$ cat config.mk
export PLATFORM = sky130hd
export DESIGN_NAME = mips_multicycle_ctrl
export DESIGN_NICKNAME = d
export VERILOG_FILES = /design/src/rtl/mips_multicycle_ctrl.sv
export SDC_FILE = /design/constraint.sdc
export NUM_CORES = 1
export LEC_CHECK = 0
export ABC_AREA = 1
export BUFFER_PORTS_ARGS = -buffer_cell sky130_fd_sc_hd__buf_2
export CORE_UTILIZATION = 44
export DETAILED_ROUTE_END_ITERATION = 8
export HOLD_SLACK_MARGIN = 0.05
export PLACE_DENSITY = 0.9
export SYNTH_ARGS = -nofsm -noshare
export SYNTH_HDL_FRONTEND = slang
export SYNTH_SLANG_ARGS = --single-unit
$ cat constraint.sdc
create_clock -name CLK -period 2.95 [get_ports CLK]
set_input_delay 0.7375 -clock CLK [delete_from_list [all_inputs] [get_ports CLK]]
set_output_delay 0.7375 -clock CLK [all_outputs]
set_load 0.01 [all_outputs]
$ cat src/rtl/mips_multicycle_ctrl.sv
// mips_multicycle_ctrl: Moore-style multicycle MIPS control FSM; define MIPS_MC_ORI_EN to add ori support
module mips_multicycle_ctrl (
   input  logic       CLK,
   input  logic       Reset,
   input  logic [5:0] Op,
   input  logic [5:0] Funct,
   input  logic       Zero,
   input  logic       MemReady,
   output logic       PCWrite,
   output logic       Branch,
   output logic       PCEn,
   output logic       IorD,
   output logic       MemRead,
   output logic       MemWrite,
   output logic       IRWrite,
   output logic       RegDst,
   output logic       MemToReg,
   output logic       RegWrite,
   output logic       AluSrcA,
   output logic [1:0] AluSrcB,
   output logic [2:0] AluCtl,
   output logic [1:0] PCSource,
   output logic       ExtOp,
   output logic       Illegal,
   output logic [3:0] State
);
   localparam logic [3:0] FETCH = 4'd0, DECODE = 4'd1, MEMADR = 4'd2, MEMRD = 4'd3,
                          MEMWB = 4'd4, MEMWR = 4'd5, EXEC = 4'd6, ALUWB = 4'd7,
                          BRANCH = 4'd8, ADDIEX = 4'd9, IMMWB = 4'd10, JUMP = 4'd11,
                          ORIEX = 4'd12;
   localparam logic [5:0] OP_RTYPE = 6'b000000, OP_LW = 6'b100011, OP_SW = 6'b101011,
                          OP_BEQ = 6'b000100, OP_ADDI = 6'b001000, OP_J = 6'b000010,
                          OP_ORI = 6'b001101;
   localparam logic [5:0] F_ADD = 6'b100000, F_SUB = 6'b100010, F_AND = 6'b100100,
                          F_OR = 6'b100101, F_SLT = 6'b101010;

   logic [3:0] state, nextState, decodeNext;
   logic       isStore, functLegal;
   logic [2:0] rCtl;

   assign functLegal = Funct inside {F_ADD, F_SUB, F_AND, F_OR, F_SLT};
   assign rCtl = (Funct == F_ADD) ? 3'b010 :
                 (Funct == F_SUB) ? 3'b110 :
                 (Funct == F_AND) ? 3'b000 :
                 (Funct == F_OR)  ? 3'b001 : 3'b111;
   assign PCEn  = PCWrite | (Branch & Zero);
   assign State = state;

   // state register; lw/sw choice is latched in DECODE so Op is not looked at again later
   always_ff @(posedge CLK or posedge Reset) begin
      if (Reset) begin
         state   <= FETCH;
         isStore <= 1'b0;
      end else begin
         state   <= nextState;
         if (state == DECODE) isStore <= (Op == OP_SW);
      end
   end

   // opcode dispatch out of DECODE; FETCH here means the instruction is unsupported
   always_comb begin
      decodeNext = FETCH;
      case (Op)
         OP_LW, OP_SW: decodeNext = MEMADR;
         OP_RTYPE:     decodeNext = functLegal ? EXEC : FETCH;
         OP_BEQ:       decodeNext = BRANCH;
         OP_ADDI:      decodeNext = ADDIEX;
         OP_J:         decodeNext = JUMP;
`ifdef MIPS_MC_ORI_EN
         OP_ORI:       decodeNext = ORIEX;
`endif
         default:      decodeNext = FETCH;
      endcase
   end

   // next-state sequencing with memory-ready stalls
   always_comb begin
      nextState = FETCH;
      case (state)
         FETCH:   nextState = MemReady ? DECODE : FETCH;
         DECODE:  nextState = decodeNext;
         MEMADR:  nextState = isStore ? MEMWR : MEMRD;
         MEMRD:   nextState = MemReady ? MEMWB : MEMRD;
         MEMWR:   nextState = MemReady ? FETCH : MEMWR;
         EXEC:    nextState = ALUWB;
         ADDIEX:  nextState = IMMWB;
`ifdef MIPS_MC_ORI_EN
         ORIEX:   nextState = IMMWB;
`endif
         default: nextState = FETCH;
      endcase
   end

   // per-state control outputs; FETCH strobes are masked so reset silences them at once
   always_comb begin
      PCWrite  = 1'b0;
      Branch   = 1'b0;
      IorD     = 1'b0;
      MemRead  = 1'b0;
      MemWrite = 1'b0;
      IRWrite  = 1'b0;
      RegDst   = 1'b0;
      MemToReg = 1'b0;
      RegWrite = 1'b0;
      AluSrcA  = 1'b0;
      AluSrcB  = 2'b00;
      AluCtl   = 3'b000;
      PCSource = 2'b00;
      ExtOp    = 1'b0;
      Illegal  = 1'b0;
      case (state)
         FETCH: begin
            MemRead = ~Reset;
            IRWrite = MemReady & ~Reset;
            PCWrite = MemReady & ~Reset;
            AluSrcB = 2'b01;
            AluCtl  = 3'b010;
         end
         DECODE: begin
            AluSrcB = 2'b11;
            AluCtl  = 3'b010;
            ExtOp   = 1'b1;
            Illegal = (decodeNext == FETCH);
         end
         MEMADR, ADDIEX: begin
            AluSrcA = 1'b1;
            AluSrcB = 2'b10;
            AluCtl  = 3'b010;
            ExtOp   = 1'b1;
         end
         MEMRD: begin
            IorD    = 1'b1;
            MemRead = 1'b1;
         end
         MEMWB: begin
            MemToReg = 1'b1;
            RegWrite = 1'b1;
         end
         MEMWR: begin
            IorD     = 1'b1;
            MemWrite = 1'b1;
         end
         EXEC: begin
            AluSrcA = 1'b1;
            AluCtl  = rCtl;
         end
         ALUWB: begin
            RegDst   = 1'b1;
            RegWrite = 1'b1;
         end
         BRANCH: begin
            AluSrcA  = 1'b1;
            AluCtl   = 3'b110;
            PCSource = 2'b01;
            Branch   = 1'b1;
         end
         IMMWB: RegWrite = 1'b1;
         JUMP: begin
            PCSource = 2'b10;
            PCWrite  = 1'b1;
         end
`ifdef MIPS_MC_ORI_EN
         ORIEX: begin
            AluSrcA = 1'b1;
            AluSrcB = 2'b10;
            AluCtl  = 3'b001;
         end
`endif
         default: ;
      endcase
   end
endmodule

==> run summary <==
status = completed
CTS tree = done
Final Hold Vio Count = 0
initial DRC count = 22
Worst IR Drop VDD = 0.000250 V
XOR/XNOR share of the synthesized area = 0%
crit path kind = input port to primary output
DR vias/cell = 4.92
first-pass GRT wire length = 2600 microns
initial antenna violation count = 0
startpoint types = input port
RSZ-0062 raised after global routing = false
fin nets = 179
htree depth = 1
setup violators final = 0
height of the die = 39.9 microns
worst-margin pin slew = 0.258 ns
Total Neg Setup Slack = 0 ns
worst rel slew slack = 82.6%
setup slack after layout = 0.559 ns
worst path required time = 2.21 ns
share of layout cells above drive strength 1 = 32.7%
clk slew on worst S/H paths = 0.05 ns
Congestion Overflow GR = 0
commonest register cell after synthesis = dfrtp_1
critical-path maximum fanout = 3
CTS Sinks = 5
dpl cells = 173
post-cts resize count = 0
Final Cycle Share = 81.1%
num rows = 13
Max Fclk = 418 MHz
ys async rst share = 100%
num ports = 40
Overall Global Routing Usage = 23.8%
cts hold-fix bufs = 0
clock power share = 16.4%
vias in the first global route = 680
routability cong. = 0.872
drt total wl = 1720 microns
CTS Root Cell = clkbuf_4
antenna cell count = 0
internal power = 0.253 mW
post-route cell area = 873 sq um
routed len/inst = 9.69 microns
sequential share of power = 20.8%
combinational power share = 62.8%
Die W = 39.9 microns
Synth Area in Compound Gates = 10.7%
Area after DPL = 847 sq um
number of synthesized flops with an enable pin = 0
largest net degree at the start of global routing = 8
Longest Clk Path Bufs = 2
post-detail-place hpwl = 1420 microns
critical path endpoint category = primary output
Max Cap Viol = 0
# fillers = 133
Layout Cells excl Fill = 177
sequential-to-total area share from yosys stat = 19.8%
sw frac = 49.7%
CTS buffer count = 3
fin. max-slew vios = 0
vias post-DR = 870
latest clock arrival within the worst-skew pair = 0.25 ns
area share of and/or/nand/nor cells after synthesis = 56.5%
mapped cell area = 633 sq um
total core area = 0.00132 sq mm
Area Growth Syn to Fin = 37.9%
DRC viols = 0
total die area = 0.00159 sq mm
pwr/cell area = 575 mW/mm^2
clock period minus worst slack = 2.39 ns
HP Class = input port to asynchronous set/reset pin
Synth cell types = 21
post-synthesis adder-cell area fraction = 0%
Syn Area/Cell = 5.32 sq um
#FFs+latches synth = 5
postcts setup bufs = 0
Pleak = 0.594 nW
Synth Net Count = 135
port bufs = 39
multiplexer share of the synthesized area = 0%
skew final = 0.0138 ns
P_sw = 0.250 mW
synthesis warning total = 0
pre-CTS setup slack = 0.585 ns
1st-pass router iterations = 4
Synth Instances = 119
DRT antenna net count = 0
largest family of logic cells by synthesized area = simple AND/OR/NAND/NOR gates
Initial Utilization = 48.1%
Data arrival, critical path = 1.65 ns
[power by group through the flow]
stage          sequential (mW)  clock, mW  combinational [mW]
5_1_grt                  0.109     0.0902               0.359
2_1_floorplan            0.109          0               0.198
3_3_place_gp             0.105          0               0.311
6_report                 0.104     0.0825               0.315
3_5_place_dp             0.105          0               0.316
4_1_cts                  0.104     0.0857               0.317
[layer usage]
layer | vias up | part of all wire, % | GRT usage (%)
li1 | 455 | - | -
met1 | 370 | 41 | 27.1
met2 | 41 | 51 | 44.8
met3 | 4 | 6.1 | 6.67
met4 | 0 | 0.93 | 1.72
met5 | - | 0 | 0
[path summary, 6_finish.rpt]
check / from / endpoint / slack, ns / cells after the start
max in group asynchronous: Reset / State[2]$_DFF_PP0_ / 2.32 / 2
min in group CLK: isStore$_DFFE_PP0P_ / isStore$_DFFE_PP0P_ / 0.56 / 2
max: Funct[4] / Illegal / 0.56 / 10
min reg2reg: isStore$_DFFE_PP0P_ / isStore$_DFFE_PP0P_ / 0.56 / 2
max reg2reg: State[1]$_DFF_PP0_ / isStore$_DFFE_PP0P_ / 1.68 / 7
min: Reset / State[0]$_DFF_PP0_ / 0.40 / 2
[metrics by stage]
stage | hold WS [ns] | total power, mW | utilization [%]
after floorplan | 0.475 | 0.307 | -
after global placement | 0.524 | 0.416 | 64.3
after detailed placement | 0.557 | 0.421 | 64.3
after CTS | 0.402 | 0.507 | 66.3
after global routing | 0.419 | 0.558 | 66.3
final | 0.403 | 0.502 | 66.3
[sequential cells by signal (all words and copies together) (netlist names)]
| register | flops |
|---|---|
| State | 4 |
| isStore | 1 |
[final cells by class]
class	instances	area, sq um	share of cell area [%]
Sequential cell	5	125	14.3
Inverter	22	82.6	9.46
Timing Repair Buffer	39	195	22.3
Multi-Input combinational cell	92	425	48.7
Tap cell	15	18.8	2.15
Clock buffer	4	26.3	3.01
[cells in the final DEF (no fill, tap or decap), types with 2 or more instances in the layout]
cell type,instances
buf_2,39
clkbuf_4,3
dfrtp_1,5
inv_1,19
inv_2,3
nand2_1,34
nand3_1,7
nand3b_1,3
nor2_1,26
nor2_2,4
nor3_1,2
o21ai_0,5
[synth_stat cells (all sizes together) (2+ instances only)]
cell type	instances	area share, %
nor2	31	21
nand3	8	7.1
nand3b	3	3.6
nand2	35	21
dfrtp	5	20
o21ai	7	6.1
inv	22	13
nor3	2	1.6
[worst max-delay path, cell delays in order]
cell     delay, ns
buf_2         0.09
inv_1         0.07
nand2_1       0.06
nor2_1        0.15
o21ai_0       0.12
nand2_1       0.09
nand2_1       0.07
nand2_1       0.08
nor2_1        0.05
buf_2         0.13
[cell families after synthesis]
kind of cell | Yosys count
compound gates | 11
buf+inv | 22
flops | 5
simple gates | 81
Power figures use the tool's default switching activity.
